### config.mk
export PLATFORM = sky130hd
export DESIGN_NAME = gcd_job_sequencer
export DESIGN_NICKNAME = d
export VERILOG_FILES = /design/src/rtl/gcd_pkg.sv /design/src/rtl/gcd_result_slot.sv /design/src/rtl/gcd_job_sequencer.sv
export SDC_FILE = /design/constraint.sdc
export NUM_CORES = 1
export LEC_CHECK = 0
export BUFFER_PORTS_ARGS = -buffer_cell sky130_fd_sc_hd__buf_2
export CORE_ASPECT_RATIO = 1.75
export CORE_UTILIZATION = 49
export CTS_CLUSTER_DIAMETER = 50
export DETAILED_ROUTE_END_ITERATION = 12
export PLACE_DENSITY_LB_ADDON = 0.15
export SETUP_SLACK_MARGIN = 0.3
export SYNTH_ARGS = -nofsm -noshare
export SYNTH_HDL_FRONTEND = slang
export SYNTH_HIERARCHICAL = 1
export SYNTH_SLANG_ARGS = --single-unit
### constraint.sdc
create_clock -name clk -period 5.25 [get_ports clk]
set_input_delay 0.525 -clock clk [delete_from_list [all_inputs] [get_ports clk]]
set_output_delay 0.525 -clock clk [all_outputs]
set_load 0.005 [all_outputs]
### src/rtl/gcd_pkg.sv
// Shared definitions for the GCD job sequencer, controller and datapath.
package gcd_pkg;

  localparam int GCD_WIDTH   = 16;
  localparam int GCD_TIMEOUT = 1023;

  typedef enum logic [2:0] {
    IDLE,
    LOAD_A,
    LOAD_B,
    WAIT,
    CLEAR
  } gcd_state_e;

endpackage

### src/rtl/gcd_result_slot.sv
// One-entry valid/ready holding register for a finished GCD job result.
module gcd_result_slot
  import gcd_pkg::*;
#(
  parameter int WIDTH = GCD_WIDTH
) (
  input  logic             clk,
  input  logic             rst,
  input  logic             load,
  input  logic [WIDTH-1:0] load_data,
  input  logic             load_err,
  input  logic             load_bypass,
  input  logic             res_ready,
  output logic             res_valid,
  output logic [WIDTH-1:0] res_data,
  output logic             res_err,
  output logic             res_bypass
);

  logic             valid_q, valid_d;
  logic [WIDTH-1:0] data_q, data_d;
  logic             err_q, err_d;
  logic             bypass_q, bypass_d;

  // A load never meets a pending entry: the sequencer only starts a job with the slot empty.
  always_comb begin
    valid_d  = valid_q;
    data_d   = data_q;
    err_d    = err_q;
    bypass_d = bypass_q;
    if (valid_q && res_ready) begin
      valid_d  = 1'b0;
      data_d   = '0;
      err_d    = 1'b0;
      bypass_d = 1'b0;
    end
    if (load) begin
      valid_d  = 1'b1;
      data_d   = load_data;
      err_d    = load_err;
      bypass_d = load_bypass;
    end
  end

  always_ff @(posedge clk) begin
    if (rst) begin
      valid_q  <= 1'b0;
      data_q   <= '0;
      err_q    <= 1'b0;
      bypass_q <= 1'b0;
    end else begin
      valid_q  <= valid_d;
      data_q   <= data_d;
      err_q    <= err_d;
      bypass_q <= bypass_d;
    end
  end

  assign res_valid  = valid_q;
  assign res_data   = data_q;
  assign res_err    = err_q;
  assign res_bypass = bypass_q;

endmodule

### src/rtl/gcd_job_sequencer.sv
// Serialises operand pairs onto the GCD core, collects the result, and
// short-circuits zero operands and hung jobs.
module gcd_job_sequencer
  import gcd_pkg::*;
#(
  parameter int WIDTH   = GCD_WIDTH,
  parameter int TIMEOUT = GCD_TIMEOUT
) (
  input  logic             clk,
  input  logic             rst,
  input  logic             in_valid,
  output logic             in_ready,
  input  logic [WIDTH-1:0] in_a,
  input  logic [WIDTH-1:0] in_b,
  output logic             core_start,
  output logic [WIDTH-1:0] core_data,
  output logic             core_clr,
  input  logic             core_done,
  input  logic [WIDTH-1:0] core_result,
  output logic             res_valid,
  input  logic             res_ready,
  output logic [WIDTH-1:0] res_data,
  output logic             res_err,
  output logic             res_bypass
);

  localparam int              CNT_W   = $clog2(TIMEOUT + 1);
  localparam logic [CNT_W-1:0] CNT_MAX = CNT_W'(TIMEOUT);

  gcd_state_e       state_q, state_d;
  logic [WIDTH-1:0] a_q, a_d;
  logic [WIDTH-1:0] b_q, b_d;
  logic [CNT_W-1:0] cnt_q, cnt_d;
  logic [CNT_W-1:0] cnt_inc;

  logic             accept;
  logic             ld;
  logic [WIDTH-1:0] ld_data;
  logic             ld_err;
  logic             ld_bypass;

  assign in_ready = !rst && (state_q == IDLE) && !res_valid;
  assign accept   = in_valid && in_ready;
  assign cnt_inc  = (cnt_q == CNT_MAX) ? cnt_q : cnt_q + CNT_W'(1);

  always_comb begin
    state_d   = state_q;
    a_d       = a_q;
    b_d       = b_q;
    cnt_d     = cnt_q;
    ld        = 1'b0;
    ld_data   = '0;
    ld_err    = 1'b0;
    ld_bypass = 1'b0;
    unique case (state_q)
      IDLE: begin
        if (accept) begin
          a_d = in_a;
          b_d = in_b;
          // The subtractive core never terminates on a zero operand; gcd(x,0)=x.
          if (in_a == '0 || in_b == '0) begin
            ld        = 1'b1;
            ld_data   = in_a | in_b;
            ld_bypass = 1'b1;
          end else begin
            state_d = LOAD_A;
          end
        end
      end
      LOAD_A: state_d = LOAD_B;
      LOAD_B: begin
        state_d = WAIT;
        cnt_d   = '0;
      end
      WAIT: begin
        cnt_d = cnt_inc;
        // core_done takes priority over a timeout landing on the same cycle.
        if (core_done) begin
          ld      = 1'b1;
          ld_data = core_result;
          state_d = CLEAR;
        end else if (cnt_inc == CNT_MAX) begin
          ld      = 1'b1;
          ld_err  = 1'b1;
          state_d = CLEAR;
        end
      end
      CLEAR: begin
        cnt_d   = '0;
        state_d = IDLE;
      end
      default: state_d = IDLE;
    endcase
  end

  always_ff @(posedge clk) begin
    if (rst) begin
      state_q <= IDLE;
      cnt_q   <= '0;
    end else begin
      state_q <= state_d;
      cnt_q   <= cnt_d;
    end
    a_q <= a_d;
    b_q <= b_d;
  end

  // Core-facing outputs decode registered state and operands only.
  always_comb begin
    core_start = (state_q == LOAD_A);
    core_clr   = (state_q == CLEAR);
    core_data  = '0;
    case (state_q)
      LOAD_A:       core_data = a_q;
      LOAD_B, WAIT: core_data = b_q;
      default:      core_data = '0;
    endcase
  end

  gcd_result_slot #(
    .WIDTH(WIDTH)
  ) u_slot (
    .clk        (clk),
    .rst        (rst),
    .load       (ld),
    .load_data  (ld_data),
    .load_err   (ld_err),
    .load_bypass(ld_bypass),
    .res_ready  (res_ready),
    .res_valid  (res_valid),
    .res_data   (res_data),
    .res_err    (res_err),
    .res_bypass (res_bypass)
  );

endmodule

---- Yosys cells after proc, flatten, opt, wreduce, memory -nomap -nowiden ----
Cells that the tools add are included.
W data, S select, Z words.
word-level totals
  flip-flop bits (word level) ............. 64
  bits in latches ......................... 0
  memory bits (read-only) ................. 0
  logic and storage cells ................. 61
  memory bits (writable) .................. 0
  input port bits ......................... 53
  output and inout bits ................... 38
  memories ................................ 0
cells by class
  shift operators ......................... 0
  div/mod/pow operators ................... 0
  multipliers ............................. 0
  eq/ne operators ......................... 9
  multiplexer cells ....................... 26
  reductions and logical operators ........ 16
  magnitude comparators ................... 0
  bitwise operators ....................... 1
  $add $sub $neg .......................... 1
operator list
  kind                     number
  $mux W16                 5
  $pmux W16 S2             2
  $logic_not A16 Y1        2
  $eq A10 B10 Y1 const B   2
  $pmux W10 S2             1
  $or A16 B16 Y16          1
  $mux W3                  4
  $pmux W3 S4              1
  $mux W1                  11
  $add A10 B1 Y10 const B  1
  $mux W10                 1
  $eq A3 B2 Y1 const B     2
  $logic_and A1 B1 Y1      4
  $ne A2 B2 Y1 const B     2
  $reduce_bool A2 Y1       2
  $reduce_or A2 Y1         2
  $eq A3 B1 Y1 const B     1
  $eq A3 B3 Y1 const B     1
  $logic_not A3 Y1         1
  $ne A3 B3 Y1 const B     1
  $reduce_and A3 Y1        1
  $logic_not A1 Y1         2
  $pmux W1 S2              1
  $reduce_and A2 Y1        1
  $logic_or A1 B1 Y1       1

---- Logic depth before layout (Yosys ltp) ----
Gate-level depths: netlist of run 1.
  depth after elaboration ................. 7
  depth in mapped cells ................... 11
  gate-level depth less buffers ........... 8

---- Hierarchy ----
Netlist of run 1, hierarchy kept.
modules (own cells, without submodules)
  module             instances  area an instance (sq um)  cells each  seq. area each (sq um)
  gcd_job_sequencer  1          2423.6                    247         1221.2
  gcd_result_slot    1          775.7                     84          380.4

---- Worst setup path before layout of run 1 ----
OpenSTA, ideal clock, no wires.
  path type ............................... input to register
  start point ............................. in rst
  end point ............................... reg u_slot.data_q[9], in the netlist u_slot/res_data[9]
  setup time .............................. 0.066 ns
  arrival time ............................ 2.706 ns
  data required time ...................... 5.184 ns
  buffers on the path ..................... 3
  stages on the path ...................... 9
  path slack .............................. 2.478 ns
  path through ............................ nor2_1 -> and3_1 -> nand2_1 -> clkbuf_1 -> o311ai_1 -> buf_6 -> clkbuf_4 -> nand2_1 -> a21oi_2
on the way
  longest elaborated chain between the ends .. 7
  elaborated cells on any way between the ends .. 10
  classes of those cells .................. mux: 5; reduce/logical: 5
RTL lines
  what                                                   line                     source
  from (decl)                                            gcd_job_sequencer.sv:10  input logic rst,
  $logic_not A1 Y1 (*)                                   gcd_job_sequencer.sv:42  assign in_ready = !rst && (state_q == IDLE) && !res_valid;
  $logic_and A1 B1 Y1 (*) (2 in series)                  gcd_job_sequencer.sv:42
  $logic_and A1 B1 Y1 (*)                                gcd_job_sequencer.sv:43  assign accept = in_valid && in_ready;
  $mux W1 (*)                                            gcd_job_sequencer.sv:57  if (accept) begin
  $pmux W1 S2 (*)                                        gcd_job_sequencer.sv:55  unique case (state_q)
  via ld                                                 gcd_job_sequencer.sv:37  logic ld;
  $mux W16 / $reduce_bool A2 Y1 (equally long branches)  --
  to (signal assigned)                                   gcd_result_slot.sv:53    data_q <= data_d;
  to (decl)                                              gcd_result_slot.sv:21    logic [WIDTH-1:0] data_q, data_d;
Mark *: on every way through the listed nets, which the timed path passes. The rest lies on a longest branch.
A chain may end at the register's enable or synchronous reset.

---- Worst setup path in the final report of run 1 ----
  start point ............................. reg cnt_q[0]
  end point ............................... reg u_slot.data_q[9], in the netlist u_slot/res_data[9]
on the way
  longest elaborated chain between the ends .. 7
  elaborated cells on any way between the ends .. 9
  classes of those cells .................. add/sub: 1; eq/ne: 2; mux: 5; reduce/logical: 1
RTL lines
  what                                                      line                      source
  from (decl)                                               gcd_job_sequencer.sv:33   logic [CNT_W-1:0] cnt_q, cnt_d;
  from (signal assigned)                                    gcd_job_sequencer.sv:102  cnt_q <= cnt_d;
  $add A10 B1 Y10 / $eq A10 B10 Y1 (equally long branches)  gcd_job_sequencer.sv:44   assign cnt_inc = (cnt_q == CNT_MAX) ? cnt_q : cnt_q + CNT_W'(1);
  $mux W10 (*)                                              gcd_job_sequencer.sv:44
  $eq A10 B10 Y1 (*)                                        gcd_job_sequencer.sv:82   end else if (cnt_inc == CNT_MAX) begin
  $mux W1 (*)                                               gcd_job_sequencer.sv:82
  $mux W1 (*)                                               gcd_job_sequencer.sv:78   if (core_done) begin
  $pmux W1 S2 (*)                                           gcd_job_sequencer.sv:55
  via ld                                                    gcd_job_sequencer.sv:37
  $mux W16 / $reduce_bool A2 Y1 (equally long branches)     --
Marked as above.

==> results of run 1 <==
## how the worst max path moves through the flow
stage                              end     start
floorplan           u_slot/res_data[9]       rst
global placement    u_slot/res_data[9]  cnt_q[0]
detailed placement  u_slot/res_data[9]  cnt_q[0]
CTS                 u_slot/res_data[9]  cnt_q[0]
global route        u_slot/res_data[9]  cnt_q[0]
finish              u_slot/res_data[9]  cnt_q[0]
## synth_stat cells (3+ instances only)
library cell | number | area (um2)
a31oi_1 | 4 | 25.0
clkbuf_1 | 8 | 30.0
nand2_1 | 46 | 173
a22o_1 | 16 | 140
nand4_1 | 4 | 25.0
and3_1 | 3 | 18.8
nor2_1 | 30 | 113
nor4_1 | 11 | 68.8
buf_6 | 9 | 101
dfxtp_1 | 32 | 641
a21oi_1 | 33 | 165
nor3_1 | 7 | 35.0
o21ai_0 | 21 | 105
o21ai_1 | 5 | 25.0
edfxtp_1 | 32 | 961
nand3_1 | 5 | 25.0
inv_1 | 5 | 18.8
nand3b_1 | 18 | 135
## cells by family (layout without fill, tap and decap cells)
group / after synthesis / after routing / share of synthesized area, %
flops: 64 / 64 / 50.1
simple gates: 146 / 146 / 24.6
buf+inv: 25 / 113 / 5.24
compound gates: 94 / 94 / 19.4
fa+ha+maj: 1 / 1 / 0.391
mux: 1 / 1 / 0.352
## power by group through the flow
stage	combinational (mW)	clock (mW)	sequential (mW)
6_report	0.306	0.378	0.592
5_1_grt	0.340	0.410	0.597
4_1_cts	0.309	0.388	0.592
3_5_place_dp	0.308	0	0.603
3_3_place_gp	0.307	0	0.602
2_1_floorplan	0.183	0	0.599
## layer usage
layer | vias to the layer above | GRT usage (%) | share of wire [%]
met5 | - | 0 | 0
met4 | 0 | 11.0 | 2.7
met3 | 20 | 4.50 | 4.6
met2 | 98 | 46.4 | 56
met1 | 1318 | 25.8 | 37
li1 | 1396 | - | -
## area by class of cell
| class | count | area (um2) | share of cell area [%] |
|---|---|---|---|
| multi-input cells | 242 | 1450 | 38.0 |
| repair buffers | 92 | 465 | 12.2 |
| inverters | 5 | 18.8 | 0.491 |
| flip-flops and latches | 64 | 1600 | 41.9 |
| well taps | 80 | 100 | 2.62 |
| clock buffers | 11 | 151 | 3.96 |
| clock inverters | 5 | 31.3 | 0.819 |
## sequential cells by signal, indices dropped and copies added, names as in the netlist
register and count:
a_q 16, b_q 16, u_slot/res_data 16, cnt_q 10, state_q 3, u_slot/res_bypass 1, u_slot/res_err 1, u_slot/res_valid 1
## per-stage QoR
step	utilization, %	total power, mW	setup slack, ns
floorplan	-	0.782	2.48
global placement	58.4	0.909	1.77
detailed placement	58.4	0.911	1.68
CTS	61.3	1.29	1.65
global route	61.3	1.35	1.34
finish	61.3	1.28	1.61
==> metrics, run 1 <==
status finished, final reports clean; GRT Total Usage 24.5%; Post-Route Setup TNS 0 ns; CORE AREA 6230 um2; Area Growth Syn to Fin 19.4%; Hold Path Depth 1; IO Pins 91; WS Path Type flop to flop; hold path start in_a[3]; Post-CTS Resized 0; ys async rst share 0%; number of port buffers 90; Hold Path Class input port to flop; clk sink count 64; Worst EP arrival 3.84 ns; Slew Viols, Final 0; Worst Clk Skew 0.00948 ns; peak supply drop 209 uV; final-stage net count 468; CTS Buffer Depth 2; Max Freq 275 MHz; Pint 902 uW; average cell area after synthesis 9.67 um2; RSZ-0062 raised after global routing no; combinational power share 24.0%; Critical Path Source Type flop; min cycle time layout 3.64 ns; Die H 109 um; Congestion Overflow GR 0; Slowest Stage Delay on Critical Path 1.03 ns; Post-Syn Instances 331; Max Cap Viol 0; first-pass GRT wire length 12900 um; Tightest Pin Transition 1.16 ns; syn_nets 385; P_leak 1.53 nW; Vias/cell 5.68; Worst R2R Path Depth 8; Synth Cell Area 3200 um2; initial antenna violation count 0; 1st-iter DRT viols 172; WHS Endpoint a_q[3]; number of global-route vias before repair 2734; # rows 38; pin count of the biggest net entering global routing 38; most frequent cells in the layout buf_2, nand2_1, a21oi_1; Post-DP Area 3640 um2; insertion delay to the later sink of the worst-skew pair 0.33 ns; EDFF count, synth 32; Cell Chain, Critical Path ha_1, nand4_2, or4_1, a211oi_2, nand4_2, o311ai_4, nand3b_4, a21oi_2; CP Max Fanout 37; final critical-path share of the clock period 69.3%; Die Area 6870 um2; Num CTS Buffers 9; DRC Markers 0; Yosys reg bits 64; drt first pass iters 4; H-tree levels 3; Root Buffer clkbuf_8; Switching Fraction 29.4%; Flop pwr share 46.4%; post-DP HPWL 6030 um; relative slew slack 22.3%; setup bufs post-CTS 0; post-synthesis sequential area ratio 50.1%; family with the most delay on the worst path simple AND/OR/NAND/NOR gates; CP Capture Type flop; endpoints failing setup 0; post-route ant nets 0; launch point of the worst reg-to-reg path cnt_q[0]; Slowest cell on crit path o311ai_4; Buf+Inv Stages, Crit Path 0; FILL cells 558; DIE WIDTH 63.1 um; worst r2r dst u_slot/res_data[9]; final WL 7980 um; Wirelength per Cell 16.0 um; worst hold slack 0.398 ns; commonest non-fill, non-tap cell in the layout buf_2; clock group share of total power 29.6%; Synth cell types 53; effective utilization at floorplan 51.4%; Crit. path cell count 8; gpl congestion 0.930; Yosys warning total 6; P_sw 375 uW; non-filler cells, final 499; CTS Hold Buffers Added 0; share of layout cells above drive strength 1 29.8%; Cell Count Post-Placement 483; Final Hold Violating Endpoints 0; PwrDens 334 nW/um2; final antenna diode count 0; CTS tree built; CP dominant cell by count nand4_2; Req. time, crit path 5.45 ns; final instance area 3820 um2; Primary FF master, synth edfxtp_1; CTS clk-pin slew, worst paths 0.07 ns; via count 2832; R2R Setup Slk 1.61 ns
(Power assumes the default switching activity.)
==> inputs of run 2 (changes only) <==
--- a/config.mk
+++ b/config.mk
@@ -5,9 +5,10 @@
 export SDC_FILE = /design/constraint.sdc
 export NUM_CORES = 1
 export LEC_CHECK = 0
+export ABC_AREA = 1
 export BUFFER_PORTS_ARGS = -buffer_cell sky130_fd_sc_hd__buf_2
 export CORE_ASPECT_RATIO = 1.75
-export CORE_UTILIZATION = 49
+export CORE_UTILIZATION = 47
 export CTS_CLUSTER_DIAMETER = 50
 export DETAILED_ROUTE_END_ITERATION = 12
 export PLACE_DENSITY_LB_ADDON = 0.15
==> constraint.sdc (replaced) <==
create_clock -name clk -period 3.2 [get_ports clk]
set_input_delay 0.32 -clock clk [delete_from_list [all_inputs] [get_ports clk]]
set_output_delay 0.32 -clock clk [all_outputs]
set_load 0.005 [all_outputs]
==> run 2 against run 1 <==
  * Via count shrank 1.2%
  * Power grew 81%
  * Sequential share of layout area shrank 2.0 points
  * Worst setup slack got worse by 0.84 ns
  * First-iteration DRC count down 40%
==> metrics, run 2 <==
Post-synth top cells nand2_1, dfxtp_1, edfxtp_1, nand3_1, nor2_1; most frequent cells in the layout buf_2, nand2_1, nand3_1, edfxtp_1, dfxtp_1; RSZ-0062 raised after global routing no; 1st-iter DRT viols 103; endpoints failing setup 0; Root Buffer clkbuf_16; Die Area 7370 um2; DIE WIDTH 65.3 um; leading area contributor after synthesis edfxtp_1; PwrDens 575 nW/um2; most frequent cell after synthesis nand2_1; Slowest Stage Delay on Critical Path 0.41 ns; IO Pins 91; final WL 7780 um; clk sink count 64; syn_nets 408; CORE AREA 6810 um2; Wirelength per Cell 14.6 um; CTS clk-pin slew, worst paths 0.05 ns; worst setup margin 0.769 ns; Final Hold Violating Endpoints 0; Congestion Overflow GR 0; Vias/cell 5.27; Slowest cell on crit path dfxtp_1; effective utilization at floorplan 48.5%; final-stage net count 496; Area Growth Syn to Fin 21.7%; Die H 113 um; Synth cell types 39; min cycle time layout 2.43 ns; final critical-path share of the clock period 76.0%; CP dominant cell by count nand2_1; pin count of the biggest net entering global routing 33; DP Worst Slack 0.503 ns; gpl congestion 0.842; Synth Cell Area 3300 um2; DRC Markers 0; Num CTS Buffers 9; Worst Clk Skew 0.00690 ns; first-pass GRT wire length 12800 um; CTS Buffer Depth 2; post-route ant nets 0; ys async rst share 0%; Yosys reg bits 64; GRT Total Usage 23.3%; average cell area after synthesis 9.32 um2; final antenna diode count 0; insertion delay to the later sink of the worst-skew pair 0.32 ns; Yosys warning total 6; peak supply drop 347 uV; H-tree levels 3; Worst EP arrival 2.62 ns; CTS tree built; commonest non-fill, non-tap cell in the layout buf_2; Tightest Pin Transition 0.447 ns; post-synthesis sequential area ratio 48.6%; relative slew slack 70.1%; number of port buffers 90; Post-Syn Instances 354; drt first pass iters 4; largest cells by area after synthesis edfxtp_1, dfxtp_1, nand2_1, nand3_1, a22o_1; Slew Viols, Final 0; WS Path Type flop to flop; post-DP HPWL 5890 um; Max Cap Viol 0; CP Max Fanout 19; area share of the largest cell type after synthesis 29.1%; Req. time, crit path 3.39 ns; share of layout cells above drive strength 1 35.6%; FILL cells 632; Critical Path Source Type flop; Max Freq 411 MHz; initial antenna violation count 0; number of global-route vias before repair 2702; Post-Route Setup TNS 0 ns; Primary FF master, synth edfxtp_1; Cell Chain, Critical Path ha_1, nand2_4, nor2_1, nand4_2, nand2_1, nand2_1, nor2_1, nand4_2, nand2_1, nand2_2, nand2_2, inv_8, nand3_1, a21oi_1; P_leak 1.68 nW; CP Capture Type flop; setup bufs post-CTS 0; EDFF count, synth 32; status finished, final reports clean; via count 2797; Hold Path Class input port to flop; Buf+Inv Stages, Crit Path 1; # rows 40; family with the most delay on the worst path simple AND/OR/NAND/NOR gates
[run 2: cell count changes in the layout (fill, tap and decap cells not counted), moves of 10 or more]
cell      change
nand3_1      +27
nand2_1      +22
nand3b_1     -18
inv_1        +15
a21oi_1      -11
clkbuf_8     -10
nand3_2      +10
o21ai_0      -10
[run 2: power breakdown]
group / internal, mW / total, mW / switching (mW)
clock network: 0.619 / 0.937 / 0.318
registers: 0.930 / 0.954 / 0.0246
logic: 0.169 / 0.419 / 0.249
[run 2: final cells by class]
class	count	area, um2	share of cell area (%)
Sequential cell	64	1600	39.9
Clock inverter	4	45.0	1.12
Tap cell	84	105	2.62
Clock buffer	12	246	6.14
Inverter	26	105	2.62
Timing Repair Buffer	93	473	11.8
Multi-Input combinational cell	248	1440	35.8
[run 2: path summary, 6_finish.rpt]
path / from / to / slack, ns / cells after the start
setup / recovery: cnt_q[1] / u_slot/res_data[0] / 0.77 / 14
hold / removal: in_a[13] / a_q[13] / 0.21 / 1
setup reg to reg: cnt_q[1] / u_slot/res_data[0] / 0.77 / 14
hold reg to reg: u_slot/res_data[3] / u_slot/res_data[3] / 0.48 / 2
[run 2: timing repair]
action	4_1_cts	5_1_grt
gates resized for setup	0	1
endpoints found under the setup margin	0	19
hold buffers	0	0
[run 2: worst reg2reg max path, cell delays in order (launching register included)]
cell	delay, ns
dfxtp_1	0.41
ha_1	0.31
nand2_4	0.10
nor2_1	0.13
nand4_2	0.12
nand2_1	0.13
nand2_1	0.06
nor2_1	0.11
nand4_2	0.11
nand2_1	0.09
nand2_2	0.07
nand2_2	0.35
inv_8	0.14
nand3_1	0.12
a21oi_1	0.07
[run 2: logic make-up (layout without fill, tap and decap cells)]
logic type,Yosys count,in the layout,synth area share [%]
AOI/OAI and AO/OA,70,70,13.8
adders and majority gates,1,1,0.379
xor gates and xnor gates,2,2,0.531
DFF,64,64,48.6
buffers and inverters,42,135,7.93
and+or+nand+nor,175,175,28.8
[run 2: metrics by stage]
step                util [%]  cells  hold slack, ns  area (um2)  total power, mW
finish                  59.0    531           0.209        4010             2.31
global route            59.0    531           0.195        4010             2.42
CTS                     58.9    531           0.196        4010             2.34
detailed placement      54.7    515           0.466        3720             1.40
global placement        54.7    515           0.464        3720             1.39
floorplan                  -    354           0.389        3300             1.23
[run 2: metal layers]
| metal | global-route usage (%) | vias up | wire, um |
|---|---|---|---|
| met3 | 5.34 | 21 | 338 |
| met1 | 24.5 | 1281 | 2910 |
| li1 | - | 1411 | - |
| met4 | 12.3 | 0 | 252 |
| met2 | 41.6 | 84 | 4280 |
| met5 | 0 | - | 0 |
==> inputs of run 3 (changes only) <==
--- a/config.mk
+++ b/config.mk
@@ -5,7 +5,7 @@
 export SDC_FILE = /design/constraint.sdc
 export NUM_CORES = 1
 export LEC_CHECK = 0
-export ABC_AREA = 1
+export ABC_AREA = 0
 export BUFFER_PORTS_ARGS = -buffer_cell sky130_fd_sc_hd__buf_2
 export CORE_ASPECT_RATIO = 1.75
 export CORE_UTILIZATION = 47
==> constraint.sdc (replaced) <==
create_clock -name clk -period 2 [get_ports clk]
set_input_delay 0.2 -clock clk [delete_from_list [all_inputs] [get_ports clk]]
set_output_delay 0.2 -clock clk [all_outputs]
set_load 0.005 [all_outputs]
==> run 3 against run 2 <==
  * Global-route usage grew 3.7 points
  * Flip-flop and latch count is the same
  * Highest routed layer unchanged
  * Largest power group unchanged
  * Final area is 11% higher
  * Worst setup slack worse by 1.0 ns
  * Die area shrank 2.9%
  * Sequential share of layout area down 3.6 points
  * First-iteration DRC count increased by 140%
  * The flow now finishes with violations (negative setup slack)
==> metrics, run 3 (same netlist as run 1, synthesis figures left out) <==
P_sw 1.08 mW; CORE AREA 6540 um2; post-route ant nets 0; drt first pass iters 4; WS Path Type flop to flop; Critical Path Source Type flop; Vias/cell 5.68; combinational power share 25.4%; Slowest cell on crit path or4_4; CTS tree built; Num CTS Buffers 9; gpl congestion 0.903; first-pass GRT wire length 14600 um; Flop pwr share 40.3%; Switching Fraction 27.7%; Die H 111 um; RSZ-0062 raised after global routing yes; number of global-route vias before repair 3106; family with the most delay on the worst path simple AND/OR/NAND/NOR gates; min cycle time layout 2.28 ns; commonest non-fill, non-tap cell in the layout buf_2; CP Max Fanout 9; Worst Clk Skew 0.00876 ns; pin count of the biggest net entering global routing 33; status complete, but fails checks; Req. time, crit path 2.19 ns; CP Capture Type flop; endpoints failing setup 22; Final Hold Violating Endpoints 0; insertion delay to the later sink of the worst-skew pair 0.33 ns; Die Area 7150 um2; most frequent cells in the layout buf_2, nand2_1, buf_4; Cell Chain, Critical Path ha_4, nand4_4, or4_4, a211oi_2, nand4_2, o311ai_4, buf_6, clkbuf_16, nand3b_1, a21oi_1; number of port buffers 90; relative slew slack 65.3%; clk sink count 64; DIE WIDTH 64.4 um; final antenna diode count 0; GRT Total Usage 26.9%; clock group share of total power 34.3%; IO Pins 91; failing checks negative setup slack; Max Freq 439 MHz; Sequential Area 1620 um2; Root Buffer clkbuf_16; DP Worst Slack -0.318 ns; worst setup margin -0.277 ns; initial antenna violation count 0; Pint 2.82 mW; Max Cap Viol 0; Buf+Inv Stages, Crit Path 2; # rows 39; via count 3125; final instance area 4470 um2; Post-DP Area 4020 um2; DRC Markers 0; 1st-iter DRT viols 249; H-tree levels 3; P_leak 1.86 nW; Worst EP arrival 2.47 ns; Area Growth Syn to Fin 39.6%; final critical-path share of the clock period 114%; Multi-input gate area 1560 um2; share of layout cells above drive strength 1 41.5%; CTS clk-pin slew, worst paths 0.05 ns; Tightest Pin Transition 0.515 ns; Slew Viols, Final 0; post-DP HPWL 6710 um; Slowest Stage Delay on Critical Path 0.43 ns; Design Power 3.90 mW; Congestion Overflow GR 0; worst hold slack 0.0827 ns; CTS Buffer Depth 2; Wirelength per Cell 17.2 um; final WL 9450 um; final-stage net count 518; FILL cells 543; effective utilization at floorplan 48.9%; Final Util 68.3%; PwrDens 873 nW/um2; Hold Path Class input port to flop; peak supply drop 559 uV
run 3: cell type report:
class / instances / share of cell area (%)
Clock inverter: 2 / 0.224
Tap cell: 82 / 2.30
Clock buffer: 13 / 5.38
Inverter: 5 / 0.420
Sequential cell: 64 / 36.3
Timing Repair Buffer: 142 / 20.5
Multi-Input combinational cell: 242 / 34.9
run 3: through the flow:
step,setup TNS [ns],cells
5_1_grt,-6.56,550
3_3_place_gp,-5.28,528
6_report,-4.83,550
4_1_cts,-5.69,548
3_5_place_dp,-5.84,528
2_1_floorplan,-6.78,331
run 3: final timing paths:
check,start,slack (ns),endpoint,cells past startpoint
worst min register to register,u_slot/res_bypass,0.49,u_slot/res_bypass,2
worst max register to register,cnt_q[1],-0.28,u_slot/res_data[12],10
worst max-delay path,cnt_q[1],-0.28,u_slot/res_data[12],10
worst min-delay path,in_a[13],0.08,a_q[13],1
run 3: power groups by stage:
stage | Sequential, mW | Clock [mW] | Combinational (mW)
2_1_floorplan | 1.57 | 0 | 0.492
3_3_place_gp | 1.58 | 0 | 0.887
3_5_place_dp | 1.58 | 0 | 0.892
4_1_cts | 1.56 | 1.34 | 0.937
5_1_grt | 1.58 | 1.40 | 1.08
6_report | 1.57 | 1.34 | 0.990
run 3: per-layer routing:
layer	global-route usage, %	part of all wire, %	up-vias	wire, um
li1	-	-	1498	-
met4	15.7	4.1	0	384
met2	49.3	56	102	5330
met5	0	0	-	0
met3	3.81	3.5	28	330
met1	28.0	36	1497	3400
run 3: timing repair:
item / 4_1_cts / 5_1_grt
pin swaps: 5 / 8
setup endpoints to repair: 41 / 38
buffers inserted: 4 / 0
hold buffers: 0 / 0
resized for setup: 15 / 17
cloned: 1 / 2
